## src/rtl/mux_8_pkg.sv

```systemverilog
// Shared constants and types for the registered 8-to-1 data selector.
package mux_8_pkg;

    localparam int NUM_IN = 8;
    localparam int SEL_W  = 3;

    typedef logic [SEL_W-1:0] sel_t;

endpackage : mux_8_pkg

```

## src/rtl/mux_8.sv

```systemverilog
// Registered 8-to-1 data selector with valid qualifier and output hold.
// The select is a pure combinational case; dout, sel_q and out_valid are
// flop outputs, so there is no glitch path from sel to dout.
module mux_8
    import mux_8_pkg::*;
#(
    parameter int WIDTH = 8
) (
    input  logic             clk,
    input  logic             rst_n,
    input  logic [WIDTH-1:0] in0,
    input  logic [WIDTH-1:0] in1,
    input  logic [WIDTH-1:0] in2,
    input  logic [WIDTH-1:0] in3,
    input  logic [WIDTH-1:0] in4,
    input  logic [WIDTH-1:0] in5,
    input  logic [WIDTH-1:0] in6,
    input  logic [WIDTH-1:0] in7,
    input  logic [SEL_W-1:0] sel,
    input  logic             in_valid,
    input  logic             hold,
    output logic [WIDTH-1:0] dout,
    output logic             out_valid,
    output logic [SEL_W-1:0] sel_q
);

    logic [WIDTH-1:0] sel_data;
    logic [WIDTH-1:0] dout_d;
    logic [WIDTH-1:0] dout_q;
    sel_t             sel_d;
    logic             valid_d;
    logic             valid_q;

    // Pick in[sel]; all eight codes are legal so no error branch exists.
    always_comb begin
        // NOTE: assigning a default before the case keeps this block purely
        // combinational even if a branch is later edited away (no latch).
        sel_data = '0;
        case (sel)
            3'd0: sel_data = in0;
            3'd1: sel_data = in1;
            3'd2: sel_data = in2;
            3'd3: sel_data = in3;
            3'd4: sel_data = in4;
            3'd5: sel_data = in5;
            3'd6: sel_data = in6;
            3'd7: sel_data = in7;
        endcase
    end

    // Next-state: hold freezes everything; a bubble only clears out_valid.
    always_comb begin
        dout_d  = dout_q;
        sel_d   = sel_q;
        valid_d = valid_q;
        if (!hold) begin
            valid_d = in_valid;
            if (in_valid) begin
                dout_d = sel_data;
                sel_d  = sel;
            end
        end
    end

    // Output stage with synchronous active-low reset that overrides hold.
    always_ff @(posedge clk) begin
        // NOTE: non-blocking assignments here so every flop samples the
        // pre-edge values regardless of statement order.
        if (!rst_n) begin
            dout_q  <= '0;
            sel_q   <= '0;
            valid_q <= 1'b0;
        end else begin
            dout_q  <= dout_d;
            sel_q   <= sel_d;
            valid_q <= valid_d;
        end
    end

    assign dout      = dout_q;
    assign out_valid = valid_q;

endmodule : mux_8

```

## config.mk

```make
export PLATFORM = sky130hd
export DESIGN_NAME = mux_8
export DESIGN_NICKNAME = d
export VERILOG_FILES = /design/src/rtl/mux_8_pkg.sv /design/src/rtl/mux_8.sv
export SDC_FILE = /design/constraint.sdc
export NUM_CORES = 1
export LEC_CHECK = 0
export ABC_AREA = 1
export CORE_UTILIZATION = 32
export CTS_BUF_LIST = sky130_fd_sc_hd__clkbuf_2
export DETAILED_ROUTE_END_ITERATION = 8
export PLACE_DENSITY = 0.74
export REMOVE_ABC_BUFFERS = 1
export SYNTH_ARGS = -nofsm -noshare
export SYNTH_HDL_FRONTEND = slang
export SYNTH_SLANG_ARGS = --single-unit
```

## constraint.sdc

```tcl
create_clock -name clk -period 1 [get_ports clk]
set_clock_uncertainty 0.05 [all_clocks]
set_input_delay 0.15 -clock clk [delete_from_list [all_inputs] [get_ports clk]]
set_output_delay 0.15 -clock clk [all_outputs]
set_load 0.005 [all_outputs]
```

* Word-level counts from Yosys, hierarchy flattened *
Cells that the tools add are included.

operators by class
  equality and inequality tests = 7
  mux-type cells = 1
  bitwise gates (word level) = 1
  reduce and logical (&&, ||, !) cells = 2

operator list
  kind                                           number
  case mux 8 bit (8 select lines)                1
  == test 3 bit, second input constant           4
  == test 3 x 2 -> 1 bit, second input constant  2
  == test 3 x 1 -> 1 bit, second input constant  1
  logical NOT 3 bit                              1
  AND reduction 2 bit                            1
  NOT 1 bit                                      1

word-level totals
  register bits = 12
  bits of input ports = 71
  output and inout bits = 12
  logic and storage cells = 14

* Logic depth before layout (Yosys ltp) *
  depth after elaboration = 2
  gate-level depth with buffers = 9
  depth with buffers taken out = 7

* Least setup slack after synthesis *
Ideal clock, no wire load.

  kind = input to register
  from = input port sel[1]
  to = register dout_q[4], in the netlist dout[4]
  setup time = 0.109 ns
  arrival time = 0.811 ns
  setup slack = 0.030 ns
  cell stages on the path = 8
  buffers on the path = 2
  cell sequence = buf_6 > buf_2 > nand4_1 > nand2_1 > nor2_1 > nand4_1 > nand2_1 > inv_1

on the way
  longest elaborated chain between the ends = 2
  elaborated cells between the ends (all ways) = 9
  classes of those cells = 7 x eq/ne; 1 x mux; 1 x reduce/logical

ends and longest elaborated chain
  item                                         RTL line     source
  from (decl)                                  mux_8.sv:19  input logic [SEL_W-1:0] sel,
  == test 3 bit, or another cell as far along  mux_8.sv:39  case (sel)
  case mux 8 bit (8 select lines) (*)          mux_8.sv:39
  to (signal assigned)                         mux_8.sv:74  dout_q <= dout_d;
  to (decl)                                    mux_8.sv:29  logic [WIDTH-1:0] dout_q;

Every way passes the cells marked *; elsewhere a longest branch is shown, timed or not.
A chain may end at the register's enable or synchronous reset.

* Worst setup path in the final report *
  from = register sel_q[1]
  to = output port sel_q[1]

RTL lines
  item                    RTL line     source
  from (decl)             mux_8.sv:24  output logic [SEL_W-1:0] sel_q
  from (signal assigned)  mux_8.sv:75  sel_q <= sel_d;

No word-level cell between the ends.

==> flow_summary.toml <==
[synthesis]
avgSynthCellArea_um2 = 5.879
synth.distinct_cells = 17
ys_ff_latch = 12
yosys_warnings = 0
synth-seq-area-share = 0.2085
netlist_area_um2 = 1152
postSynthCellCount = 196

[routing]
drc_errors = 0
wl_um = 4425
postRouteAntennaNets = 0
vias = 1690
drt_iter0_markers = 149
wl_per_cell_um = 13.29
firstDrtPassIters = 4
vias_per_cell = 5.075

[finish]
drive_gt1_frac = 0.2056
final_cell_mix = "65 x clkdlybuf4s50_1, 48 x nand4_1, 40 x nor2_1, 40 x nand2_1, 16 x inv_1"
final_cells = 333
antenna_cells = 0
fin_area_um2 = 2141
final_common_cell = "clkdlybuf4s50_1"
fillers = 324
syn_to_final_growth_pct = 85.78
utilization = 0.6316
fin_nets = 359

[clocking]
clk_pin_slew_worst_paths_ps = 150
cts_tree = "built"
cts_inserted_buffers = 3
cts.sink_count = 12
clk_path_buf_depth = 2
root_buffer = "clkbuf_2"
cts_max_level = 1
worstSkewPairLatency_ps = 290

[floorplanning]
num_io_pins = 83
placementRows = 21
die_w_um = 62.01
start_util = 0.3400
fp.dieH_um = 62.01
die-area_um2 = 3845
core_area_um2 = 3390

[grt]
grtUsageTotal = 0.2295
grt_pass1_vias = 1464
grt_max_degree = 26
globalRoute.totalOverflow = 0
grt_first_pass_wirelength_um = 6458
antenna_found_initial = 0

[worst_setup_path]
cp-start-kind = "flop"
crit_required_ps = 800
arrival_ps = 760
slowest_delay_ps = 350
worst_setup_path_end_kind = "primary output"
critPathKind = "flop to primary output"
cp_cell_sequence = "buf_2"
cpMaxStageDelayCell = "dfxtp_2"
critPathMaxFanout = 2
cp_num_buf_inv = 1
crit_family = "flip-flops"

[timing]
setup_violations = 0
hold-worst-slack_ps = 146.5
relSlewSlack = 0.8473
finalCriticalPeriod_ps = 964.8
rsz0062_at_grt = "true"
final.setup.tns_ps = 0
tightest_slew_ps = 229.1
hold_viol = 0
fmax_ghz = 1.037
period_share = 0.9648
maxSlewViolCount = 0
setup_slack_ps = 35.23

[place]
hpwl_um = 3085
numPortBuffers = 82
gp_congestion = 0.8668
place_area_um2 = 2033
place_inst = 323
dp_slack_ps = -640.9

[power]
ir_worst_vdd_mv = 0.4040
p_total_mw = 1.528
p_per_area_nw_per_um2 = 713.6
total_leakage_power_nw = 1.036

[hold_path]
hold_class = "input port to flop"

[job]
maxCapViolations = 0

[run_status]
status = "finished, final reports clean"
## routing by layer
metal	vias up	track usage	part of all wire
met5	-	0	0
met4	0	0.04127	0.0086
met2	82	0.3967	0.47
li1	853	-	-
met3	8	0.06418	0.095
met1	747	0.2859	0.43
## cell type report
cell class / count / area (µm²) / share of cell area
clock inverter: 1 / 3.754 / 0.001753
timing repair buffer: 102 / 989.7 / 0.4623
tap: 46 / 57.56 / 0.02688
clock buffer: 3 / 15.01 / 0.007013
inverter: 21 / 86.33 / 0.04033
multi-input combinational: 148 / 733.2 / 0.3425
sequential: 12 / 255.2 / 0.1192
## cells in the mapped netlist (all sizes together)
| master | instances | share of area |
|---|---|---|
| nand3 | 9 | 0.043 |
| inv | 20 | 0.067 |
| nor3 | 1 | 0.014 |
| a21oi | 4 | 0.017 |
| nand2 | 40 | 0.13 |
| clkinv | 1 | 0.0033 |
| buf | 15 | 0.10 |
| nor2 | 43 | 0.14 |
| o21ai | 3 | 0.013 |
| nand4 | 48 | 0.26 |
| dfxtp | 12 | 0.21 |
## registers in the layout, indices dropped and copies added, names as in the netlist
register   count
dout           8
sel_q          3
out_valid      1
## worst register-to-register path: cells and delay by family (launching register included)
| kind | cells | cell delay (ps) |
|---|---|---|
| AOI/OAI and AO/OA | 2 | 240 |
| DFF | 1 | 350 |
## power by group
part | switching (mW) | internal [mW]
clock | 0.197 | 0.0868
combinational | 0.290 | 0.417
sequential | 0.0196 | 0.517
## path summary, 6_finish.rpt
kind / start / end / slack [ps] / depth (start not counted)
setup / recovery: sel_q[1]$_SDFFE_PN0P_ / sel_q[1] / 40 / 1
hold / removal: hold / out_valid$_SDFFE_PN0N_ / 150 / 3
setup reg to reg: sel_q[0]$_SDFFE_PN0P_ / sel_q[0]$_SDFFE_PN0P_ / 260 / 2
hold reg to reg: out_valid$_SDFFE_PN0N_ / out_valid$_SDFFE_PN0N_ / 480 / 2
## kinds of logic after synthesis
logic type	Yosys count	synth area share
simple gates	141	0.5907
compound gates	7	0.03040
flops	12	0.2085
buf+inv	36	0.1705
## what timing repair did
action | 4_1_cts | 5_1_grt
hold buffers | 0 | 0
pin swaps | 1 | 2
buffers inserted | 2 | 0
gates resized for setup | 74 | 20
endpoints found under the setup margin | 21 | 16
cloned | 1 | 3
(Power assumes the default switching activity.)
==> variant 1 (same settings) <==
Make the reset (`rst_n`) asynchronous in one clocked block. Comments in the files are not updated.
--- a/src/rtl/mux_8.sv
+++ b/src/rtl/mux_8.sv
@@ -63,7 +63,7 @@
     end
 
     // Output stage with synchronous active-low reset that overrides hold.
-    always_ff @(posedge clk) begin
+    always_ff @(posedge clk or negedge rst_n) begin
         // NOTE: non-blocking assignments here so every flop samples the
         // pre-edge values regardless of statement order.
         if (!rst_n) begin
Behaviour: differs if rst_n is asserted again (counterexample within 4 cycles, from zero or initial values and one cycle with rst_n low); with rst_n held inactive, the same outputs for 10 cycles.
==> variant 1 against the unedited design <==
Design area increased by 6.7%. Global-route usage about the same. Via count increased by 0.24%. Sequential cell count unchanged. Power increased by 15%. Wire length increased by 1.7%. Sequential share of layout area increased by 1.2 points. Die area increased by 4.6%. Combinational power increased by 30%. Clock power decreased by 15%. Synthesized area increased by 4.8%. Worst setup slack got worse by 0.027 ns. Largest power group unchanged.
==> variant 1: results (changes against the unedited design) <==
* Layout cells sized above 1 at 20.8% (+0.25 points)
* Largest delay share family, worst path: flip-flops
* Worst path max stage delay at 0.41 ns (+0.06 ns)
* Htree depth at 1 (unchanged)
* Vias in the first global route at 1,630 (+11%)
* Status: completed
* Reg clk slew, reported paths at 0.12 ns (-0.03 ns)
* GRT Total Usage at 22.9% (-0.032 points)
* DP Wirelength at 3100 um (+0.40%)
* Max clock buf depth at 2 (unchanged)
* Max FFs per register at 8 (unchanged)
* Post-DR vias/cell at 4.92 (-3.0%)
* Met2 usage at 40.0% (+0.36 points)
* Ant diodes at 0 (unchanged)
* Net switching power at 0.573 mW (+13%)
* Post-synthesis sequential area ratio at 24.9% (+4.0 points)
* Worst VDD drop at 0.000374 V (-7.4%)
* CP Max Fanout at 2 (unchanged)
* Post-synth top flop: dfrtp_1
* Nets at 370 (+3.1%)
* Routed WL per cell at 13.1 um (-1.5%)
* Fill count at 343 (+5.9%)
* R2r setup slk at 0.09 ns (-0.17 ns)
* 1st-pass router iterations at 5 (+1)
* Critical Path AT at 0.79 ns (+0.03 ns)
* Pre-CTS setup slack at -0.661 ns (-0.0198 ns)
* Initial antenna violation count at 0 (unchanged)
* Met1 Use GR at 29.6% (+1.0 points)
* Worst path slowest cell: dfrtp_1
* First-pass GRT wire length at 7360 um (+14%)
* Skew-Pair Late Insertion Delay at 0.25 ns (-0.04 ns)
* EDFF count, synth at 0 (unchanged)
* Leak pwr at 1.19 nW (+15%)
* Reg2reg start: sel_q[1]$_DFFE_PN0P_
* Tmin final at 0.992 ns (+0.0274 ns)
* Root Buffer: clkbuf_2
* CTS Buf Count at 3 (unchanged)
* Largest net degree at the start of global routing at 21 (-19%)
* Worst min path class: in2reg
* FFs w/ async S/R, synth at 100% (+100 points)
* M3 GR Usage at 2.72% (-3.7 points)
* Top cells by area, synth: dfrtp_1 (25%), nand2_1 (21%), nand4_1 (20%), nand3_1 (6.6%), nor2_1 (5.3%)
* Slew Limit Headroom at 83.0% (-1.8 points)
* Placer Congestion at 0.839 (-3.2%)
* Initial DRC Count at 76 (-49%)
* Crit path launch: dout[7]$_DFFE_PN0P_
* Synth cell count leaders: nand2_1 (69), nand4_1 (39), nor2_1 (17)
* Synth cell types at 18 (+1)
* Min-delay src: hold
* YS warnings at 0 (unchanged)
* Port buffer count at 82 (unchanged)
variant 1: cell count changes after synthesis, sizes merged:
cell    change
inv         -7
a21oi       -4
dfxtp      -12
o21ai       +9
nand2      +30
dfrtp      +12
nand3       +7
nor3        -1
nor2       -24
nand4       -9
clkbuf      +1
variant 1: power by group through the flow:
| stage | clock [mW] | sequential [mW] | combinational [mW] |
|---|---|---|---|
| 2_1_floorplan | 0 | 0.611 | 0.216 |
| 3_3_place_gp | 0 | 0.606 | 0.841 |
| 3_5_place_dp | 0 | 0.606 | 0.849 |
| 4_1_cts | 0.248 | 0.592 | 0.863 |
| 5_1_grt | 0.270 | 0.601 | 1.00 |
| 6_report | 0.241 | 0.592 | 0.917 |
variant 1: path summary, 6_finish.rpt:
path                                               to  depth (start not counted)
max in group asynchronous         dout[7]$_DFFE_PN0P_                          2
worst min register to register  out_valid$_DFFE_PN0N_                          2
worst max register to register   sel_q[1]$_DFFE_PN0P_                          4
min in group asynchronous         dout[5]$_DFFE_PN0P_                          2
worst min-delay path            out_valid$_DFFE_PN0N_                          3
worst max-delay path                          dout[7]                          1
variant 1: logic make-up after synthesis:
kind of cell           synth area share, %
AOI/OAI and AO/OA                     5.28
buffers and inverters                 13.2
DFF                                   24.9
and+or+nand+nor                       56.7
variant 1: worst reg2reg max path, cell delays in order (launching register included):
cell,delay [ns]
dfrtp_1,0.39
buf_4,0.13
buf_4,0.12
nand2_1,0.05
o21ai_0,0.07
variant 1: area by class of cell:
cell class	count	area share, %
flip-flops and latches	12	13.1
inverters	14	2.85
well taps	46	2.52
clock buffers	3	0.657
multi-input cells	158	35.4
repair buffers	110	45.3
clock inverters	1	0.164
variant 1: per-stage QoR:
| step | area (um^2) | hold slack, ns | utilization (%) | instances |
|---|---|---|---|---|
| floorplan | 1100 | -0.196 | - | 182 |
| global placement | 2100 | 0.414 | 60.5 | 326 |
| detailed placement | 2100 | 0.413 | 60.5 | 326 |
| CTS | 2200 | 0.133 | 63.5 | 339 |
| global route | 2280 | 0.0862 | 65.9 | 344 |
| finish | 2280 | 0.0841 | 65.9 | 344 |
variant 1: what timing repair did:
action,CTS,global route
resized for setup,74,10
buffers inserted,6,4
setup endpoints to repair,22,22
gates cloned,3,1
pin swaps,11,6
variant 1: layer usage:
| metal | wire (um) | part of all wire, % | vias up |
|---|---|---|---|
| met1 | 1910 | 42 | 731 |
| met4 | 29 | 0.64 | 0 |
| met3 | 375 | 8.3 | 2 |
| met2 | 2190 | 49 | 78 |
| li1 | - | - | 883 |
| met5 | 0 | 0 | - |
==> variant 2 (same flow settings) <==
Made on the original files. `WIDTH`: 8 -> 9.
--- a/src/rtl/mux_8.sv
+++ b/src/rtl/mux_8.sv
@@ -4,7 +4,7 @@
 module mux_8
     import mux_8_pkg::*;
 #(
-    parameter int WIDTH = 8
+    parameter int WIDTH = 9
 ) (
     input  logic             clk,
     input  logic             rst_n,
Ports: changed (9 resized); port bits go from 83 to 92. The function was not compared with the original's and may differ.
==> variant 2 against the unedited design <==
Non-clock buffer count rose by 15. Power is 9.3% higher. Worst hold slack gained 0.13 ns. Register-to-register slack better by 0.02 ns. Critical path depth is the same. Worst setup slack better by 0.019 ns. Wire length increased by 12%. Synthesized area up 12%. Sequential cell count increased by 1. Design area is 12% higher. Critical endpoint is now dout[1]. Largest power group unchanged.
==> variant 2: results (changes against the unedited design) <==
* Status: completed
* DR top layer: met4
* Area after DPL at 0.00230 mm^2 (+13%)
* GRT Total Usage at 23.9% (+0.95 points)
* Port buffer count at 91 (+11%)
* Post-synthesis compound-gate area fraction at 2.72% (-0.32 points)
* Max FFs per register at 9 (+1)
* Worst slew pin tran at 0.272 ns (+0.0432 ns)
* Max clock buf depth at 2 (unchanged)
* Layout buffer count excluding clock buffers at 117 (+15%)
* Initial DRC Count at 91 (-39%)
* Top cells by area, synth: nand4_1 (26%), dfxtp_1 (20%), nor2_1 (13%), nand2_1 (13%), inv_1 (5.5%)
* Post-synthesis sequential area ratio at 20.2% (-0.67 points)
* Metal-1 WL at 2150 um (+13%)
* Nets at 402 (+12%)
* Fraction of area in multi-input gates at 34.4% (+0.12 points)
* Met1 Use GR at 31.1% (+2.5 points)
* First-pass GRT wire length at 8010 um (+24%)
* Layout cells sized above 1 at 21.1% (+0.56 points)
* Metal2 WL at 2310 um (+12%)
* Reg2Reg Depth at 4 (+2)
* Layout non-clock buf frac at 46.9% (+0.68 points)
* Setup Buffers After CTS at 5 (+3)
* 1st-pass router iterations at 4 (unchanged)
* Power per cell area at 694 mW/mm^2 (-2.7%)
* Syn Area/Cell at 5.94 um^2 (+1.1%)
* Synth cell types at 18 (+1)
* Via count at 1,903 (+13%)
* Clkbuf count at 4 (+1)
* Post-synthesis mux area share at 0% (unchanged)
* Synth Area in Adders at 0% (unchanged)
* Met2 usage at 39.3% (-0.36 points)
* Largest net degree at the start of global routing at 29 (+12%)
* Cts repair resizes at 87 (+18%)
* Placer Congestion at 0.915 (+5.5%)
* Routed WL per cell at 13.4 um (+0.66%)
* Leak pwr at 1.17 nW (+13%)
* Die W at 65.5 um (+5.6%)
* Fill count at 373 (+15%)
* Comb_multi_in at 165 (+11%)
* M3 GR Usage at 5.21% (-1.2 points)
* Dpl cells at 358 (+11%)
* DP Wirelength at 3460 um (+12%)
* Pre-CTS setup slack at -0.644 ns (-0.00291 ns)
* Max cap viols at 0 (unchanged)
* Worst VDD drop at 0.000432 V (+6.9%)
* Clock buf/inv share at 0.832% (-0.045 points)
* Reg clk slew, reported paths at 0.13 ns (-0.02 ns)
* Routed wl met3 at 472 um (+12%)
* Htree depth at 1 (unchanged)
* Synth cell count leaders: nand4_1 (54), nor2_1 (46), nand2_1 (45)
* Seq area share at 11.5% (-0.43 points)
* Largest delay share family, worst path: flip-flops
* Vias in the first global route at 1,805 (+23%)
* Signal inverters at 23 (+9.5%)
* Fin cells at 370 (+11%)
* CP Max Fanout at 2 (unchanged)
* CTS Sinks at 13 (+1)
==> variant 2: cell types whose count changed in the layout (fill, tap and decap cells not counted), moves of 3 or more <==
cell and change:
buf_2 +4, clkdlybuf4s50_1 +8, buf_4 +4, nand4_1 +6, buf_6 -3, nor2_1 +5, nand2_1 +5
==> variant 2: worst paths after layout <==
kind,from,endpoint,slack [ns]
worst max-delay path,dout[1]$_SDFFE_PN0P_,dout[1],0.05
worst min-delay path,hold,out_valid$_SDFFE_PN0N_,0.27
worst max register to register,dout[0]$_SDFFE_PN0P_,dout[0]$_SDFFE_PN0P_,0.28
worst min register to register,out_valid$_SDFFE_PN0N_,out_valid$_SDFFE_PN0N_,0.46
==> variant 2: tightest hold or removal path: stages <==
cell and delay (ns):
dlygate4sd2_1 0.26, a21oi_1 0.09, nor2_1 0.07
==> variant 2: power breakdown <==
part           total [mW]  internal (mW)  switching [mW]
registers           0.579          0.560          0.0184
clock network       0.279          0.106           0.173
logic               0.812          0.476           0.335
